$ cat config.mk
export PLATFORM = sky130hd
export DESIGN_NAME = branch_predictor_2bit
export DESIGN_NICKNAME = d
export VERILOG_FILES = /design/src/rtl/branch_predictor_2bit_pkg.sv /design/src/rtl/branch_predictor_2bit_perf_counter.sv /design/src/rtl/branch_predictor_2bit.sv
export SDC_FILE = /design/constraint.sdc
export NUM_CORES = 2
export LEC_CHECK = 0
export ABC_CLOCK_PERIOD_IN_PS = 5900
export BUFFER_PORTS_ARGS = -buffer_cell sky130_fd_sc_hd__buf_2
export CAP_MARGIN = 20
export CORE_ASPECT_RATIO = 1.2
export CORE_MARGIN = 8
export CORE_UTILIZATION = 45
export DETAILED_ROUTE_END_ITERATION = 8
export GPL_TIMING_DRIVEN = 0
export SLEW_MARGIN = 5
export SYNTH_ARGS = -nofsm -noshare
export SYNTH_HDL_FRONTEND = slang
export SYNTH_HIERARCHICAL = 1
export SYNTH_SLANG_ARGS = --single-unit
$ cat constraint.sdc
create_clock -name clk_i -period 5.9 [get_ports clk_i]
set_input_delay 0.295 -clock clk_i [delete_from_list [all_inputs] [get_ports clk_i]]
set_output_delay 0.295 -clock clk_i [all_outputs]
set_load 0.02 [all_outputs]
$ cat src/rtl/branch_predictor_2bit_pkg.sv
// Shared types for the fetch-stage branch predictor: counter encoding, BTB entry
// layout and the saturating counter step.
package bp_pkg;

    // Widest tag any legal ENTRIES (>= 4) can need; narrower tags are zero-extended.
    localparam int BP_TAG_MAX_W = 28;

    typedef enum logic [1:0] {
        SNT = 2'b00,
        WNT = 2'b01,
        WT  = 2'b10,
        ST  = 2'b11
    } bp_ctr_e;

    localparam bp_ctr_e BP_CTR_RST = WNT;

    typedef struct packed {
        logic                    valid;
        logic [BP_TAG_MAX_W-1:0] tag;
        logic [31:0]             target;
        bp_ctr_e                 ctr;
    } bp_entry_t;

    function automatic bp_ctr_e sat_next(input bp_ctr_e ctr, input logic taken);
        bp_ctr_e nxt;
        nxt = ctr;
        if (taken) begin
            if (ctr != ST) nxt = bp_ctr_e'(ctr + 2'd1);
        end else begin
            if (ctr != SNT) nxt = bp_ctr_e'(ctr - 2'd1);
        end
        return nxt;
    endfunction

endpackage

$ cat src/rtl/branch_predictor_2bit_perf_counter.sv
// Free-running 32-bit event counter that wraps to zero; used for predictor statistics.
module bp_perf_counter (
    input  logic        clk_i,
    input  logic        rst_ni,
    input  logic        en_i,
    output logic [31:0] cnt_o
);

    logic [31:0] cnt_q;
    logic [31:0] cnt_d;

    always_comb begin
        cnt_d = cnt_q;
        if (en_i) cnt_d = cnt_q + 32'd1;
    end

    always_ff @(posedge clk_i or negedge rst_ni) begin
        if (!rst_ni) cnt_q <= '0;
        else         cnt_q <= cnt_d;
    end

    assign cnt_o = cnt_q;

endmodule

$ cat src/rtl/branch_predictor_2bit.sv
// Direct-mapped BTB with 2-bit saturating counters: combinational next-PC prediction
// for IF, trained one cycle later by control-flow instructions resolved in EX.
module branch_predictor_2bit
    import bp_pkg::*;
#(
    parameter int ENTRIES = 32,
    parameter int IDX_W   = $clog2(ENTRIES),
    parameter int TAG_W   = 30 - IDX_W
) (
    input  logic        clk_i,
    input  logic        rst_ni,
    input  logic [31:0] pc_if_i,
    output logic        pred_hit_o,
    output logic        pred_taken_o,
    output logic [31:0] pred_pc_o,
    input  logic        update_en_i,
    input  logic [31:0] pc_ex_i,
    input  logic        taken_ex_i,
    input  logic [31:0] target_ex_i,
    input  logic        is_jump_i,
    input  logic        mispredict_i,
    input  logic        clear_i,
    output logic [31:0] branch_cnt_o,
    output logic [31:0] mispred_cnt_o
);

    bp_entry_t table_q [ENTRIES];
    bp_entry_t table_d [ENTRIES];

    logic [IDX_W-1:0] if_idx;
    logic [IDX_W-1:0] ex_idx;
    logic [TAG_W-1:0] if_tag;
    logic [TAG_W-1:0] ex_tag;
    bp_entry_t        if_ent;
    bp_entry_t        ex_ent;
    logic             ex_hit;
    logic             unused_pc_bits;

    assign if_idx = pc_if_i[IDX_W+1:2];
    assign if_tag = pc_if_i[31:IDX_W+2];
    assign ex_idx = pc_ex_i[IDX_W+1:2];
    assign ex_tag = pc_ex_i[31:IDX_W+2];
    assign unused_pc_bits = ^{pc_if_i[1:0], pc_ex_i[1:0]};

    // Lookup reads registered state only, so a same-cycle update is not visible yet.
    assign if_ent       = table_q[if_idx];
    assign pred_hit_o   = if_ent.valid && (if_ent.tag == BP_TAG_MAX_W'(if_tag));
    assign pred_taken_o = pred_hit_o && if_ent.ctr[1];
    assign pred_pc_o    = pred_taken_o ? if_ent.target : (pc_if_i + 32'd4);

    assign ex_ent = table_q[ex_idx];
    assign ex_hit = ex_ent.valid && (ex_ent.tag == BP_TAG_MAX_W'(ex_tag));

    always_comb begin
        for (int i = 0; i < ENTRIES; i++) table_d[i] = table_q[i];
        if (clear_i) begin
            for (int i = 0; i < ENTRIES; i++) begin
                table_d[i].valid = 1'b0;
                table_d[i].ctr   = BP_CTR_RST;
            end
        end else if (update_en_i) begin
            if (ex_hit) begin
                if (is_jump_i) begin
                    table_d[ex_idx].ctr    = ST;
                    table_d[ex_idx].target = target_ex_i;
                end else begin
                    table_d[ex_idx].ctr = sat_next(ex_ent.ctr, taken_ex_i);
                    if (taken_ex_i) table_d[ex_idx].target = target_ex_i;
                end
            end else if (taken_ex_i) begin
                // Miss on a taken transfer evicts whatever alias occupied the slot.
                table_d[ex_idx].valid  = 1'b1;
                table_d[ex_idx].tag    = BP_TAG_MAX_W'(ex_tag);
                table_d[ex_idx].target = target_ex_i;
                table_d[ex_idx].ctr    = is_jump_i ? ST : WT;
            end
        end
    end

    always_ff @(posedge clk_i or negedge rst_ni) begin
        if (!rst_ni) begin
            for (int i = 0; i < ENTRIES; i++) begin
                table_q[i] <= '{valid: 1'b0, tag: '0, target: '0, ctr: BP_CTR_RST};
            end
        end else begin
            for (int i = 0; i < ENTRIES; i++) table_q[i] <= table_d[i];
        end
    end

    // Statistics keep counting even when clear_i drops the table update.
    bp_perf_counter u_branch_cnt (
        .clk_i  (clk_i),
        .rst_ni (rst_ni),
        .en_i   (update_en_i),
        .cnt_o  (branch_cnt_o)
    );

    bp_perf_counter u_mispred_cnt (
        .clk_i  (clk_i),
        .rst_ni (rst_ni),
        .en_i   (update_en_i & mispredict_i),
        .cnt_o  (mispred_cnt_o)
    );

endmodule

==> results.yml <==
place:
  dp_hpwl_um: 299000
  place_congestion: 1.01
  io_buffers: 194
  place_area_um2: 105000
sta:
  period_minus_slack_ps: 6250
  worst_slew_margin_rel: 0.158
  rsz0062_at_grt: "no"
  max_freq_ghz: 0.160
  fin_crit_sh: 1.06
  finalSetupTns_ps: -36680
  slew_violations: 0
  setup_slack_ps: -353
  worst-slew-pin-transition_ps: 1260
  skew_ps: 58.1
  finalSetupViolCount: 307
  whs_ps: 76.6
  hold_viol_final: 0
pwr:
  power_density_nw_per_um2: 298
  p_leak_nw: 54.0
  irDropWorstVdd_mv: 0.288
route:
  ant_nets: 0
  routedWlPerCell_um: 40.5
  wirelength_um: 431000
  via_count: 70800
  vias_per_cell: 6.65
  detail_route.first_pass.iterations: 6
  drt_iter0_drc: 8552
  drcViolationCount: 0
die:
  fp-row-count: 189
  dieArea_um2: 237000
  die_w_um: 446
  coreArea_um2: 221000
  start_util: 0.452
  die_h_um: 532
  io_pins: 201
critical_path:
  critPathMaxStageDelay_ps: 900
  endpoint_kind: "register"
  cpMostUsedCell: "buf_2"
  slowest_stage: "buf_2"
  worstSetupPathType: "in2reg"
  required_ps: 6660
  path_cells: "clkbuf_1 -> buf_2 -> buf_2 -> buf_2 -> mux2i_1 -> o22ai_1 -> nor4_1 -> a21oi_1 -> nor4b_1 -> and4_1 -> nand4_2 -> buf_2 -> nand3_1 -> buf_2 -> mux2_2"
  path_buf_inv: 6
  arrival_ps: 7010
  path_delay_family: "buffers and inverters"
  cp_max_fo: 10
  cp-start-kind: "input pin"
cts:
  clkLatencyLatePin_ps: 920
  root_buffer: "clkbuf_16"
  cts_buffers: 209
  clk_path_buf_depth: 3
  htreeDepth: 4
  cts_tree: "yes"
  clkTransAtPathRegs_ps: 60
  cts_sinks: 1984
layout:
  final_cell_area_um2: 114000
  nets: 7580
  drive_gt1_frac: 0.369
  final_cell_mix: "1952 x dfrtp_1, 1175 x mux2_2, 666 x mux2_1, 546 x mux2i_1, 492 x mux4_2"
  final_common_cell: "dfrtp_1"
  area_growth_syn_to_layout_pct: 14.7
  utilization: 0.518
min_path:
  min_path_type: "in2reg"
synthesis:
  synthesis.area_um2: 99700
  synth_warnings: 6
  synth.avg_cell_area_um2: 14.4
  synth_fp_nets: 7048
  ys_seq_area_frac: 0.498
  netlist_instances: 6942
  synth.area.top_cells: "dfrtp_1 49%, mux2_2 13%, mux4_2 11%"
  ys.flop_type: "dfrtp_1"
  ys_ff_latch: 1984
  synth_cell_types: 75
  synth.top_cell.area_share: 0.490
  synth_edf_count: 0
  ys_async_sr_fraction: 1.00
  yosysTopAreaCell: "dfrtp_1"
run_status:
  violations: "setup timing"
  outcome: "finished with violations"
global_route:
  grt_pass1_vias: 71900
  grt_use_total: 0.356
  grt_pass1_wl_um: 590000
  grt_overflow: 0
  grt_max_degree: 166
  antenna_found_initial: 51
run:
  drv_cap: 0
synthesized netlist by cell type, types with 54 or more instances:
master       n
dfrtp_1   1952
mux2_2    1175
mux2_1     666
mux2i_1    548
mux4_2     492
clkbuf_1   287
o22ai_1    253
buf_2      202
nand2_1    154
nor4_1      74
buf_6       73
a21oi_1     69
nor2_1      65
xnor2_1     61
o21ai_0     60
xor2_1      54
worst register-to-register path: cells and delay by family (launching register included):
kind | cells | cell delay, ps
muxes | 2 | 660
AOI/OAI and AO/OA | 2 | 480
and+or+nand+nor | 5 | 2630
buffers and inverters | 2 | 1230
DFF | 1 | 410
stage by stage:
step | std cells | total power [mW] | setup WS, ps
global route | 10600 | 35.0 | 0.948
CTS | 10600 | 34.1 | 5.61
detailed placement | 10100 | 19.9 | -3380
global placement | 10100 | 19.7 | -39660
floorplan | 6942 | 17.9 | 1930
finish | 10600 | 34.1 | -353
cell type report:
cell class,instances,area (um2)
Fill cell,18800,106000
Sequential cell,1984,49700
Multi-Input combinational cell,4254,46700
Clock buffer,319,6240
Buffer,662,3930
Tap cell,2960,3700
Timing Repair Buffer,321,2670
Clock inverter,71,1170
Inverter,42,164
Antenna cell,33,82.6
sequential cells by signal, summed over array words and instances, names as in the netlist:
| signal | count |
|---|---|
| table_q | 1920 |
| u_mispred_cnt/cnt_o | 32 |
| u_branch_cnt/cnt_o | 32 |
timing repair:
| action | CTS | global route |
|---|---|---|
| gates resized for setup | 180 | 21 |
| setup endpoints to repair | 174 | 123 |
| buffers inserted | 5 | 10 |
| hold buffers | 64 | 0 |
| endpoints found under the hold margin | 314 | 0 |
| pin swaps | 5 | 1 |
worst paths after layout:
kind,start,slack (ps),cells past startpoint,endpoint
worst min register to register,u_branch_cnt/cnt_o[31],460,1,u_branch_cnt/cnt_o[31]
worst max register to register,table_q[234],380,11,table_q[1996]
min in group asynchronous,rst_ni,430,3,table_q[1755]
worst min-delay path,is_jump_i,80,4,table_q[1827]
max in group asynchronous,rst_ni,2140,7,table_q[1078]
worst max-delay path,pc_ex_i[3],-350,15,table_q[1996]
routing by layer:
layer,wire [um],track usage
met5,153,0
met4,47000,0.310
met3,39100,0.0904
met2,193000,0.540
met1,152000,0.419
power breakdown:
part	switching, mW	leakage [nW]	internal (mW)
Sequential	0.730	26.9	14.7
Combinational	2.58	23.5	1.87
Clock	6.06	3.62	8.19
Total	9.36	54.0	24.7
logic make-up (layout without fill, tap and decap cells):
family / after synthesis / count (layout) / share of synthesized area
mux: 2881 / 2881 / 0.374
fa+ha+maj: 4 / 4 / 0.000477
compound gates: 631 / 631 / 0.0417
other cells: 0 / 33 / 0
buf+inv: 704 / 1415 / 0.0367
simple gates: 623 / 623 / 0.0385
flops: 1984 / 1984 / 0.498
xor+xnor: 115 / 115 / 0.0101
(Power assumes the default switching activity.)
